==> config.mk <==
export PLATFORM = sky130hd
export DESIGN_NAME = su_fetch_seq
export DESIGN_NICKNAME = d
export VERILOG_FILES = /design/src/rtl/su_fetch_seq.sv
export SDC_FILE = /design/constraint.sdc
export NUM_CORES = 1
export LEC_CHECK = 0
export ABC_AREA = 1
export CORE_MARGIN = 2
export CORE_UTILIZATION = 43
export CTS_BUF_LIST = sky130_fd_sc_hd__clkbuf_8
export DETAILED_ROUTE_END_ITERATION = 7
export PLACE_DENSITY = 0.82
export SYNTH_ARGS = -nofsm -noshare
export SYNTH_HDL_FRONTEND = slang
export SYNTH_SLANG_ARGS = --single-unit
==> constraint.sdc <==
create_clock -name clk -period 3.1 [get_ports clk]
set_input_delay 0.62 -clock clk [delete_from_list [all_inputs] [get_ports clk]]
set_output_delay 0.62 -clock clk [all_outputs]
set_load 0.01 [all_outputs]
==> src/rtl/su_fetch_seq.sv <==
// su_fetch_seq -- instruction fetch/sequencing stage in front of the MX11SU
// ISA decode ROM.
//
// Fetches opcode bytes from instruction memory into the instruction register,
// drives the ROM controls (fetch, insr_le, insr, ce_n), and runs B-class
// (load/store) instructions as data-bus transactions. It stops on the halt
// opcode, raises a sticky bus error when a handshake times out, and counts
// retired instructions.
//
// Optional feature: define SU_SINGLE_STEP_EN to add the `step` input. With
// run=0, a rising edge of step while IDLE runs exactly one instruction and
// then returns to IDLE. Without the macro, IDLE is left only on run=1.
//
// Ports:
//   clk          in   system clock, rising edge
//   rst_n        in   asynchronous active-low reset
//   run          in   1 = sequencer may start/continue fetching
//   step         in   single-step request (SU_SINGLE_STEP_EN only)
//   imem_req     out  instruction-fetch request
//   imem_rdata   in   instruction byte, valid with imem_rvalid
//   imem_rvalid  in   fetch data valid
//   dmem_req     out  data-bus request for B-class instructions
//   dmem_we      out  1 = store, 0 = load (valid with dmem_req)
//   dmem_ack     in   data-bus transfer complete
//   fetch        out  ROM fetch phase
//   insr_le      out  ROM INSP load enable (one pulse per accepted byte)
//   insr         out  instruction register
//   ce_n         out  ROM active-low decode enable
//   halted       out  sequencer is halted
//   bus_err      out  sticky handshake-timeout flag
//   icount       out  retired-instruction count (wraps)
module su_fetch_seq #(
  parameter logic [7:0]  HALT_OPCODE = 8'hFF,
  parameter int unsigned TIMEOUT     = 255,
  parameter int unsigned ICNT_W      = 16
) (
  input  logic              clk,
  input  logic              rst_n,
  input  logic              run,
`ifdef SU_SINGLE_STEP_EN
  input  logic              step,
`endif
  output logic              imem_req,
  input  logic [7:0]        imem_rdata,
  input  logic              imem_rvalid,
  output logic              dmem_req,
  output logic              dmem_we,
  input  logic              dmem_ack,
  output logic              fetch,
  output logic              insr_le,
  output logic [7:0]        insr,
  output logic              ce_n,
  output logic              halted,
  output logic              bus_err,
  output logic [ICNT_W-1:0] icount
);

  typedef enum logic [2:0] {IDLE, FETCH, EXEC, MEM, HALT} state_t;

  // The timeout fires on the TIMEOUT-th consecutive wait cycle, i.e. when the
  // counter already holds TIMEOUT-1 and the handshake is still missing.
  localparam logic [7:0] TIMEOUT_LAST = 8'(TIMEOUT - 1);

  state_t     state, state_nxt;
  logic [7:0] wait_cnt;
  logic       timeout_hit;
  logic       start;
  logic       load_insr, retire, set_err, wait_inc;

  assign timeout_hit = (wait_cnt == TIMEOUT_LAST);

`ifdef SU_SINGLE_STEP_EN
  // step is edge-sensitive; step_q tracks it in every state so an edge that
  // happens mid-instruction cannot fire later on return to IDLE.
  logic step_q;

  always_ff @(posedge clk or negedge rst_n) begin
    if (!rst_n) step_q <= 1'b0;
    else        step_q <= step;
  end

  // A stepped instruction needs no extra bookkeeping: with run=0 the normal
  // completion path already returns to IDLE.
  assign start = run | (step & ~step_q);
`else
  assign start = run;
`endif

  always_ff @(posedge clk or negedge rst_n) begin
    if (!rst_n) begin
      state    <= IDLE;
      insr     <= 8'h00;
      icount   <= '0;
      wait_cnt <= 8'h00;
      bus_err  <= 1'b0;
    end else begin
      state <= state_nxt;
      if (load_insr) insr <= imem_rdata;
      if (retire)    icount <= icount + 1'b1;
      if (set_err)   bus_err <= 1'b1;
      // Counter is only non-zero while a handshake is outstanding, so every
      // FETCH/MEM visit starts counting from zero.
      if (wait_inc)  wait_cnt <= wait_cnt + 8'd1;
      else           wait_cnt <= 8'h00;
    end
  end

  always_comb begin
    state_nxt = state;
    imem_req  = 1'b0;
    fetch     = 1'b0;
    insr_le   = 1'b0;
    dmem_req  = 1'b0;
    dmem_we   = 1'b0;
    ce_n      = 1'b1;
    halted    = 1'b0;
    load_insr = 1'b0;
    retire    = 1'b0;
    set_err   = 1'b0;
    wait_inc  = 1'b0;
    case (state)
      IDLE: begin
        if (start) state_nxt = FETCH;
      end
      FETCH: begin
        imem_req = 1'b1;
        fetch    = 1'b1;
        ce_n     = 1'b0;
        // INSP must advance exactly once per accepted byte.
        insr_le  = imem_rvalid;
        if (imem_rvalid) begin
          load_insr = 1'b1;
          state_nxt = EXEC;
        end else if (timeout_hit) begin
          set_err   = 1'b1;
          state_nxt = HALT;
        end else begin
          wait_inc  = 1'b1;
        end
      end
      EXEC: begin
        // Halt is checked first so it wins even if HALT_OPCODE looks B-class.
        if (insr == HALT_OPCODE) begin
          state_nxt = HALT;
        end else if (insr[7:4] == 4'hB) begin
          state_nxt = MEM;
        end else begin
          ce_n      = 1'b0;
          retire    = 1'b1;
          state_nxt = run ? FETCH : IDLE;
        end
      end
      MEM: begin
        dmem_req = 1'b1;
        dmem_we  = insr[3];
        if (dmem_ack) begin
          // ROM commits the load / drives store data in the ack cycle only.
          ce_n      = 1'b0;
          retire    = 1'b1;
          state_nxt = run ? FETCH : IDLE;
        end else if (timeout_hit) begin
          set_err   = 1'b1;
          state_nxt = HALT;
        end else begin
          wait_inc  = 1'b1;
        end
      end
      HALT: begin
        halted = 1'b1;
      end
      default: begin
        state_nxt = IDLE;
      end
    endcase
  end

endmodule
==> flow_metrics.env, run 1 <==
export IMPL_fmax_mhz=401
export IMPL_r2r_end="icount[14]$_DFFE_PN0P_"
export IMPL_synth_top_family_by_area="simple AND/OR/NAND/NOR gates"
export IMPL_htree_num_levels=2
export IMPL_synth_cells=272
export IMPL_finalCritPeriodShare_pct=80.4
export IMPL_io_buffers=44
export IMPL_slowest_stage="clkdlybuf4s50_1"
export IMPL_diodes=0
export IMPL_clk_pin_slew_ps=70
export IMPL_synth_fa_ha_area_share_pct=1.84
export IMPL_cp_cell_sequence="clkdlybuf4s50_1 -> inv_1 -> nor2_1 -> clkdlybuf4s50_1"
export IMPL_crit_start="imem_rvalid"
export IMPL_post_cts_repair_setup_buffers=0
export IMPL_hold_viol_final=0
export IMPL_final_util_pct=56.1
export IMPL_rows=25
export IMPL_ctsHoldBuffers=0
export IMPL_pre_cts_ws_ps=619
export IMPL_hpwl_mm=3.14
export IMPL_clock_path_buffers=2
export IMPL_synth_area_um2=2040
export IMPL_grt_pass1_wl_mm=7.23
export IMPL_postSynthAreaPerCell_um2=7.49
export IMPL_worst_pin_slew_ps=451
export IMPL_drt_iter0_markers=106
export IMPL_clock_sinks=36
export IMPL_synthSimpleGateAreaFrac_pct=37.7
export IMPL_viasPerCell=4.90
export IMPL_cellPowerDensity_nw_per_um2=656
export IMPL_p_leak_nw=1.18
export IMPL_die_x_um=72.8
export IMPL_critPathMaxStageDelay_ps=570
export IMPL_cts_buffers_inserted=5
export IMPL_post_cts_resized=0
export IMPL_cp_start_kind="input pin"
export IMPL_yosysWarnings=0
export IMPL_first_pass_iters=4
export IMPL_grt_max_degree=37
export IMPL_antenna_found_initial=0
export IMPL_crit_family="buffers and inverters"
export IMPL_r2r_slack_ps=1540
export IMPL_finalSetupViolations=0
export IMPL_drive_gt1_share_pct=9.03
export IMPL_clock_latency_ps=280
export IMPL_worst_slack_ps=609
export IMPL_holdCritStartpoint="bus_err$_DFFE_PN0P_"
export IMPL_max_cap_viol_count=0
export IMPL_wirelength_mm=4.22
export IMPL_fin_skew_ps=5.23
export IMPL_rsz0062_at_grt="no"
export IMPL_ir_worst_vdd_uv=419
export IMPL_grt_usage_pct=17.4
export IMPL_initial_core_util_pct=44.0
export IMPL_cp_max_fo=2
export IMPL_synthMuxAreaShare_pct=0
export IMPL_cp_arrival_ps=1870
export IMPL_cp_endpoint="insr_le"
export IMPL_clockRootBuffer="clkbuf_8"
export IMPL_status="complete, no violations"
export IMPL_regToRegStartpoint="icount[0]$_DFFE_PN0P_"
export IMPL_slew_violations=0
export IMPL_chipHeight_um=72.8
export IMPL_syn_nets=288
export IMPL_vias=1837
export IMPL_grt_pass1_vias=1695
export IMPL_synth_cell_types=26
export IMPL_required_ps=2480
export IMPL_antenna_left=0
export IMPL_drc=0
export IMPL_synth_xor_area_share_pct=4.73
export IMPL_nets=337
export IMPL_min_path_type="reg2reg"
export IMPL_wl_per_cell_um=11.2
export IMPL_seq_area_frac_synth_pct=44.2
export IMPL_gp_congestion=0.851
export IMPL_synth_compound_area_share_pct=4.05
export IMPL_fp_coreArea_um2=4630
export IMPL_synthToLayoutAreaGrowth_pct=27.4
export IMPL_tritoncts="built"
export IMPL_slew_headroom_pct=69.9
export IMPL_worstSetupPathDepth=4
export IMPL_tns_ps=0
export IMPL_end_kind="primary output"
export IMPL_die_area_um2=5300
export IMPL_crit_path_frequent_cell="clkdlybuf4s50_1"
export IMPL_synth_seq_cells=36
export IMPL_fin_crit_ps=2490
export IMPL_grt_overflow_total=0
export IMPL_r2r_worst_path_cells=8
export IMPL_io_pins=45
export IMPL_cp_num_buf_inv=3
export IMPL_crit_type="in2out"
## power breakdown
part,switching [mW],internal [mW]
clock network,0.158,0.149
registers,0.102,0.568
logic,0.396,0.330
total,0.656,1.05
## placed cells by master, fill, tap and decap left out, types with 3 or more instances in the layout
cell type,synthesis,final
nand2_1,102,102
clkdlybuf4s50_1,0,44
nor2_1,36,36
dfrtp_1,36,36
inv_1,27,28
nand3_1,13,13
xor2_1,9,9
nand4_1,7,7
nand2_2,6,6
clkbuf_8,0,5
o21ai_2,4,4
o21ai_1,4,4
o21ai_0,3,3
ha_1,3,3
## cell families after synthesis
kind of cell / after synthesis
and+or+nand+nor: 176
DFF: 36
buffers and inverters: 33
AOI/OAI and AO/OA: 13
xor gates and xnor gates: 11
adders and majority gates: 3
## flip-flops by register name, summed over array words and instances, names as in the netlist
| signal | cells |
|---|---|
| state | 3 |
| bus_err | 1 |
| wait_cnt | 8 |
| insr | 8 |
| icount | 16 |
## synthesized netlist by cell type
cell type  number  area, um2
nor2_1         36        135
nor2_2          2       12.5
o211ai_1        1       7.51
or2_2           1       6.26
inv_2           2       7.51
nand2_1       102        383
xor2_1          9       78.8
nand3_1        13       65.1
nor3b_2         2       25.0
nand2_2         6       37.5
ha_1            3       37.5
dfrtp_1        36        901
buf_8           2       30.0
o21ai_1         4       20.0
o21ai_2         4       35.0
nor3_1          2       10.0
buf_2           1       5.00
nand3_2         2       20.0
xnor2_1         2       17.5
nand3b_1        1       7.51
inv_1          27        101
nand4_1         7       43.8
nand2_4         2       22.5
a21oi_1         1       5.00
o21ai_0         3       15.0
buf_4           1       7.51
## final cells by class
type,count,area [um2]
Clock buffer,5,68.8
Clock inverter,2,8.76
Fill cell,426,2030
Inverter,29,109
Multi-Input combinational cell,203,985
Sequential cell,36,901
Tap cell,54,67.6
Timing Repair Buffer,46,455
## stage by stage
| stage | instances | hold slack (ps) | total power [mW] | area (um2) |
|---|---|---|---|---|
| final | 375 | 462 | 1.70 | 2590 |
| after global routing | 375 | 483 | 1.83 | 2590 |
| after CTS | 375 | 471 | 1.73 | 2590 |
| after detailed placement | 368 | 453 | 1.41 | 2520 |
| after global placement | 368 | 452 | 1.39 | 2520 |
| after floorplan | 272 | 324 | 1.12 | 2040 |
## per-layer routing
metal | global-route usage (%) | part of all wire [%] | vias up
met5 | 0 | 0 | -
met4 | 6.79 | 1.0 | 0
met3 | 3.87 | 4.8 | 4
met2 | 28.6 | 49 | 44
met1 | 22.2 | 45 | 852
li1 | - | - | 937
## worst min path at each step
stage                                      to  slack [ps]  depth (start not counted)
after floorplan           bus_err$_DFFE_PN0P_         320                          0
after global placement    bus_err$_DFFE_PN0P_         450                          2
after detailed placement  bus_err$_DFFE_PN0P_         450                          2
after CTS                 bus_err$_DFFE_PN0P_         470                          2
after global routing      bus_err$_DFFE_PN0P_         480                          2
final                     bus_err$_DFFE_PN0P_         460                          2
## tightest hold or removal path: stages, from the launching register on
cell,delay [ps]
dfrtp_1,340
inv_1,40
nand2_1,50
No activity file was read; power rests on OpenSTA's default activity.
==> run 2: changes to the inputs <==
--- a/config.mk
+++ b/config.mk
@@ -10,7 +10,7 @@
 export CORE_UTILIZATION = 43
 export CTS_BUF_LIST = sky130_fd_sc_hd__clkbuf_8
 export DETAILED_ROUTE_END_ITERATION = 7
-export PLACE_DENSITY = 0.82
+export PLACE_DENSITY = 0.84
 export SYNTH_ARGS = -nofsm -noshare
 export SYNTH_HDL_FRONTEND = slang
 export SYNTH_SLANG_ARGS = --single-unit
==> constraint.sdc (replaced) <==
create_clock -name clk -period 2.2 [get_ports clk]
set_input_delay 0.44 -clock clk [delete_from_list [all_inputs] [get_ports clk]]
set_output_delay 0.44 -clock clk [all_outputs]
set_load 0.01 [all_outputs]
==> flow_metrics.env, run 2 (synthesis gave the netlist of run 1 again) <==
export IMPL_htree_num_levels=2
export IMPL_finalSetupViolations=0
export IMPL_final_cell_area_um2=2650
export IMPL_cp_max_fo=3
export IMPL_finalCritPeriodShare_pct=93.8
export IMPL_ir_worst_vdd_uv=563
export IMPL_drt_iter0_markers=96
export IMPL_fin_crit_ps=2060
export IMPL_clock_latency_ps=290
export IMPL_holdCritStartpoint="bus_err$_DFFE_PN0P_"
export IMPL_clockRootBuffer="clkbuf_8"
export IMPL_hold_viol_final=0
export IMPL_max_cap_viol_count=0
export IMPL_wl_per_cell_um=11.8
export IMPL_crit_type="reg2out"
export IMPL_antenna_found_initial=0
export IMPL_clk_pin_slew_ps=70
export IMPL_grt_pass1_wl_mm=7.85
export IMPL_whs_ps=468
export IMPL_tritoncts="built"
export IMPL_nets=339
export IMPL_p_leak_nw=1.24
export IMPL_clock_path_buffers=2
export IMPL_slew_violations=0
export IMPL_regToRegStartpoint="icount[0]$_DFFE_PN0P_"
export IMPL_pre_cts_ws_ps=94.5
export IMPL_drive_gt1_share_pct=9.88
export IMPL_slew_headroom_pct=69.1
export IMPL_first_pass_iters=4
export IMPL_placedInstanceArea_um2=2520
export IMPL_cts_buffers_inserted=5
export IMPL_fin_skew_ps=5.28
export IMPL_rsz0062_at_grt="no"
export IMPL_crit_family="buffers and inverters"
export IMPL_grt_max_degree=37
export IMPL_clock_sinks=36
export IMPL_rows=25
export IMPL_gp_congestion=0.894
export IMPL_vias=1873
export IMPL_initial_core_util_pct=44.0
export IMPL_use_met1_pct=23.8
export IMPL_die_x_um=72.8
export IMPL_tns_ps=0
export IMPL_viasPerCell=4.96
export IMPL_grt_busiest_layer="met2"
export IMPL_worst_pin_slew_ps=463
export IMPL_grt_usage_pct=19.2
export IMPL_grt_met3_usage_pct=4.42
export IMPL_hpwl_mm=3.39
export IMPL_wirelength_mm=4.45
export IMPL_slowest_stage="clkdlybuf4s50_1"
export IMPL_min_path_type="reg2reg"
export IMPL_final_cell_mix="nand2_1 (102), clkdlybuf4s50_1 (41), nor2_1 (36), dfrtp_1 (36), inv_1 (28)"
export IMPL_status="complete, no violations"
export IMPL_final_util_pct=57.2
export IMPL_grt_use_met2_pct=31.5
export IMPL_grt_overflow_total=0
export IMPL_largest_reg_flops=16
export IMPL_synthToLayoutAreaGrowth_pct=30.0
export IMPL_critPathMaxStageDelay_ps=570
export IMPL_required_ps=1760
export IMPL_cp_start_kind="flop"
export IMPL_end_kind="primary output"
export IMPL_io_buffers=44
export IMPL_layout_commonest_cell="nand2_1"
export IMPL_crit_start="state[2]$_DFFE_PN0P_"
export IMPL_cp_cell_sequence="buf_4 -> nor3_1 -> clkdlybuf4s50_1"
export IMPL_die_area_um2=5300
export IMPL_diodes=0
export IMPL_drc=0
export IMPL_cp_arrival_ps=1620
export IMPL_io_pins=45
export IMPL_cellPowerDensity_nw_per_um2=967
export IMPL_chipHeight_um=72.8
export IMPL_grt_pass1_vias=1785
export IMPL_antenna_left=0
export IMPL_top_regs="icount x16, insr x8, wait_cnt x8"
export IMPL_fp_coreArea_um2=4630
export IMPL_largest_register="icount"
export IMPL_cp_num_buf_inv=2
export IMPL_fmax_mhz=485
export IMPL_worst_slack_ps=137
## run 2: through the flow
step | total power [mW] | instances
5_1_grt | 2.74 | 378
3_5_place_dp | 2.00 | 369
2_1_floorplan | 1.58 | 272
6_report | 2.56 | 378
3_3_place_gp | 1.97 | 369
4_1_cts | 2.58 | 378
## run 2: routing by layer
layer	vias to the layer above	part of all wire [%]	wire, um
met3	9	5.3	237
met2	54	50	2230
met4	0	1.9	85
li1	943	-	-
met1	867	43	1900
met5	-	0	0
## run 2: cell type report
class                           instances  area, um2
Inverter                               29        109
Clock inverter                          3       38.8
Multi-Input combinational cell        203        990
Timing Repair Buffer                   48        474
Clock buffer                            5       68.8
Fill cell                             426       1980
Tap cell                               54       67.6
Sequential cell                        36        901
## run 2: tightest hold or removal path, delay by kind of cell, from the launching register on
family,cells,cell delay (ps)
flops,1,350
simple gates,1,50
buf+inv,1,40
## run 2: final timing paths
path,depth (start not counted),slack (ps),end
setup / recovery,3,140,dmem_we
hold / removal,2,470,bus_err$_DFFE_PN0P_
setup reg to reg,8,660,icount[14]$_DFFE_PN0P_
hold reg to reg,2,470,bus_err$_DFFE_PN0P_
max in group asynchronous,2,1310,insr[2]$_DFFE_PN0P_
min in group asynchronous,2,570,icount[6]$_DFFE_PN0P_
## run 2: timing repair
action / in CTS / in global routing
buffers inserted: 1 / 0
resized for setup: 1 / 3
setup endpoints to repair: 2 / 2
hold buffers: 0 / 0
hold endpoints to repair: 0 / 0
## run 2: where the power goes
part | internal [mW] | switching, mW
Combinational | 0.465 | 0.568
Sequential | 0.800 | 0.152
Clock | 0.332 | 0.243
==> run 3: changes to the inputs <==
--- a/config.mk
+++ b/config.mk
@@ -10,7 +10,7 @@
 export CORE_UTILIZATION = 43
 export CTS_BUF_LIST = sky130_fd_sc_hd__clkbuf_8
 export DETAILED_ROUTE_END_ITERATION = 7
-export PLACE_DENSITY = 0.84
+export PLACE_DENSITY = 0.82
 export SYNTH_ARGS = -nofsm -noshare
 export SYNTH_HDL_FRONTEND = slang
 export SYNTH_SLANG_ARGS = --single-unit
==> constraint.sdc (replaced) <==
create_clock -name clk -period 2.4 [get_ports clk]
set_input_delay 0.48 -clock clk [delete_from_list [all_inputs] [get_ports clk]]
set_output_delay 0.48 -clock clk [all_outputs]
set_load 0.01 [all_outputs]
==> flow_metrics.env, run 3 (synthesis gave the netlist of run 1 again) <==
export IMPL_pre_cts_ws_ps=170
export IMPL_fp_coreArea_um2=4630
export IMPL_antenna_left=0
export IMPL_cp_cell_sequence="inv_2 -> nand2_1 -> nor2_4 -> nand3_1 -> nand4_1 -> clkdlybuf4s50_1"
export IMPL_synthToLayoutAreaGrowth_pct=29.4
export IMPL_ctsHoldBuffers=0
export IMPL_cts_buffers_inserted=5
export IMPL_clockRootBuffer="clkbuf_8"
export IMPL_crit_family="buffers and inverters"
export IMPL_cp_max_fo=5
export IMPL_tns_ps=0
export IMPL_final_cell_area_um2=2640
export IMPL_clk_pin_slew_ps=70
export IMPL_switchingPower_mw=0.892
export IMPL_cp_num_buf_inv=2
export IMPL_hold_viol_final=0
export IMPL_wirelength_mm=4.50
export IMPL_nets=337
export IMPL_drc=0
export IMPL_gp_congestion=0.841
export IMPL_rsz0062_at_grt="yes"
export IMPL_placedInstanceArea_um2=2520
export IMPL_power_frac_clock_pct=22.7
export IMPL_post_cts_repair_setup_buffers=0
export IMPL_chipHeight_um=72.8
export IMPL_p_int_mw=1.47
export IMPL_grt_pass1_wl_mm=7.82
export IMPL_tritoncts="built"
export IMPL_io_pins=45
export IMPL_drt_iter0_markers=140
export IMPL_p_sw_share_pct=37.8
export IMPL_grt_pass1_vias=1803
export IMPL_grt_usage_pct=18.8
export IMPL_largest_reg_flops=16
export IMPL_required_ps=1920
export IMPL_total_power_mw=2.36
export IMPL_multiInputGateArea_um2=992
export IMPL_first_pass_iters=4
export IMPL_slew_headroom_pct=69.4
export IMPL_viasPerCell=4.93
export IMPL_drive_gt1_share_pct=9.94
export IMPL_rows=25
export IMPL_largest_register="icount"
export IMPL_final_util_pct=56.9
export IMPL_final_cell_mix="nand2_1 (102), clkdlybuf4s50_1 (44), dfrtp_1 (36)"
export IMPL_antenna_found_initial=0
export IMPL_cp_arrival_ps=1830
export IMPL_grt_max_degree=37
export IMPL_die_x_um=72.8
export IMPL_final_cells=376
export IMPL_worst_slack_ps=85.9
export IMPL_whs_ps=467
export IMPL_wl_per_cell_um=12.0
export IMPL_clock_sinks=36
export IMPL_min_path_type="reg2reg"
export IMPL_placedCellCount=368
export IMPL_fill_cells=426
export IMPL_cellPowerDensity_nw_per_um2=896
export IMPL_ir_worst_vdd_uv=568
export IMPL_post_cts_resized=0
export IMPL_htree_num_levels=2
export IMPL_hpwl_mm=3.32
export IMPL_crit_type="reg2out"
export IMPL_clock_path_buffers=2
export IMPL_max_cap_viol_count=0
export IMPL_regArea_um2=901
export IMPL_io_buffers=44
export IMPL_die_area_um2=5300
export IMPL_slowest_stage="clkdlybuf4s50_1"
export IMPL_fmax_mhz=432
export IMPL_p_leak_nw=1.19
export IMPL_top_regs="icount x16, insr x8, wait_cnt x8"
export IMPL_initial_core_util_pct=44.0
export IMPL_layout_commonest_cell="nand2_1"
export IMPL_clock_latency_ps=290
export IMPL_comb_power_share_pct=40.6
export IMPL_vias=1853
export IMPL_fin_skew_ps=9.95
export IMPL_end_kind="primary output"
export IMPL_finalCritPeriodShare_pct=96.4
export IMPL_finalSetupViolations=0
export IMPL_slew_violations=0
export IMPL_diodes=0
export IMPL_critPathMaxStageDelay_ps=540
export IMPL_grt_overflow_total=0
export IMPL_fin_crit_ps=2310
export IMPL_worst_pin_slew_ps=459
export IMPL_status="complete, no violations"
export IMPL_seqPwrFrac_pct=36.7
export IMPL_cp_start_kind="flop"
run 3: final timing paths:
check | startpoint | endpoint | slack, ps | cells past startpoint
max in group asynchronous | rst_n | wait_cnt[5]$_DFF_PN0_ | 1470 | 2
setup reg to reg | state[2]$_DFFE_PN0P_ | icount[5]$_DFFE_PN0P_ | 830 | 8
hold reg to reg | bus_err$_DFFE_PN0P_ | bus_err$_DFFE_PN0P_ | 470 | 2
min in group asynchronous | rst_n | bus_err$_DFFE_PN0P_ | 610 | 2
setup / recovery | state[2]$_DFFE_PN0P_ | ce_n | 90 | 6
hold / removal | bus_err$_DFFE_PN0P_ | bus_err$_DFFE_PN0P_ | 470 | 2
run 3: cell type report:
| cell class | count | area share [%] |
|---|---|---|
| clock buffers | 5 | 2.61 |
| clock inverters | 3 | 1.61 |
| inverters | 29 | 4.13 |
| multi-input cells | 203 | 37.6 |
| flip-flops and latches | 36 | 34.2 |
| well taps | 54 | 2.56 |
| repair buffers | 46 | 17.3 |
run 3: worst min-delay path: stages, from the launching register on:
cell and delay, ps:
dfrtp_1 350, inv_1 40, nand2_1 50
run 3: power by group through the flow:
stage | Sequential [mW] | Clock [mW] | Combinational (mW)
floorplan | 0.899 | 0 | 0.546
global placement | 0.870 | 0 | 0.931
detailed placement | 0.875 | 0 | 0.957
CTS | 0.864 | 0.549 | 0.963
global route | 0.889 | 0.573 | 1.06
finish | 0.868 | 0.536 | 0.958
run 3: metal layers:
| layer | vias to the layer above | track usage, % | wire length [um] |
|---|---|---|---|
| met1 | 869 | 24.0 | 1980 |
| li1 | 940 | - | - |
| met5 | - | 0 | 0 |
| met2 | 42 | 30.1 | 2260 |
| met4 | 0 | 8.23 | 36 |
| met3 | 2 | 4.97 | 225 |
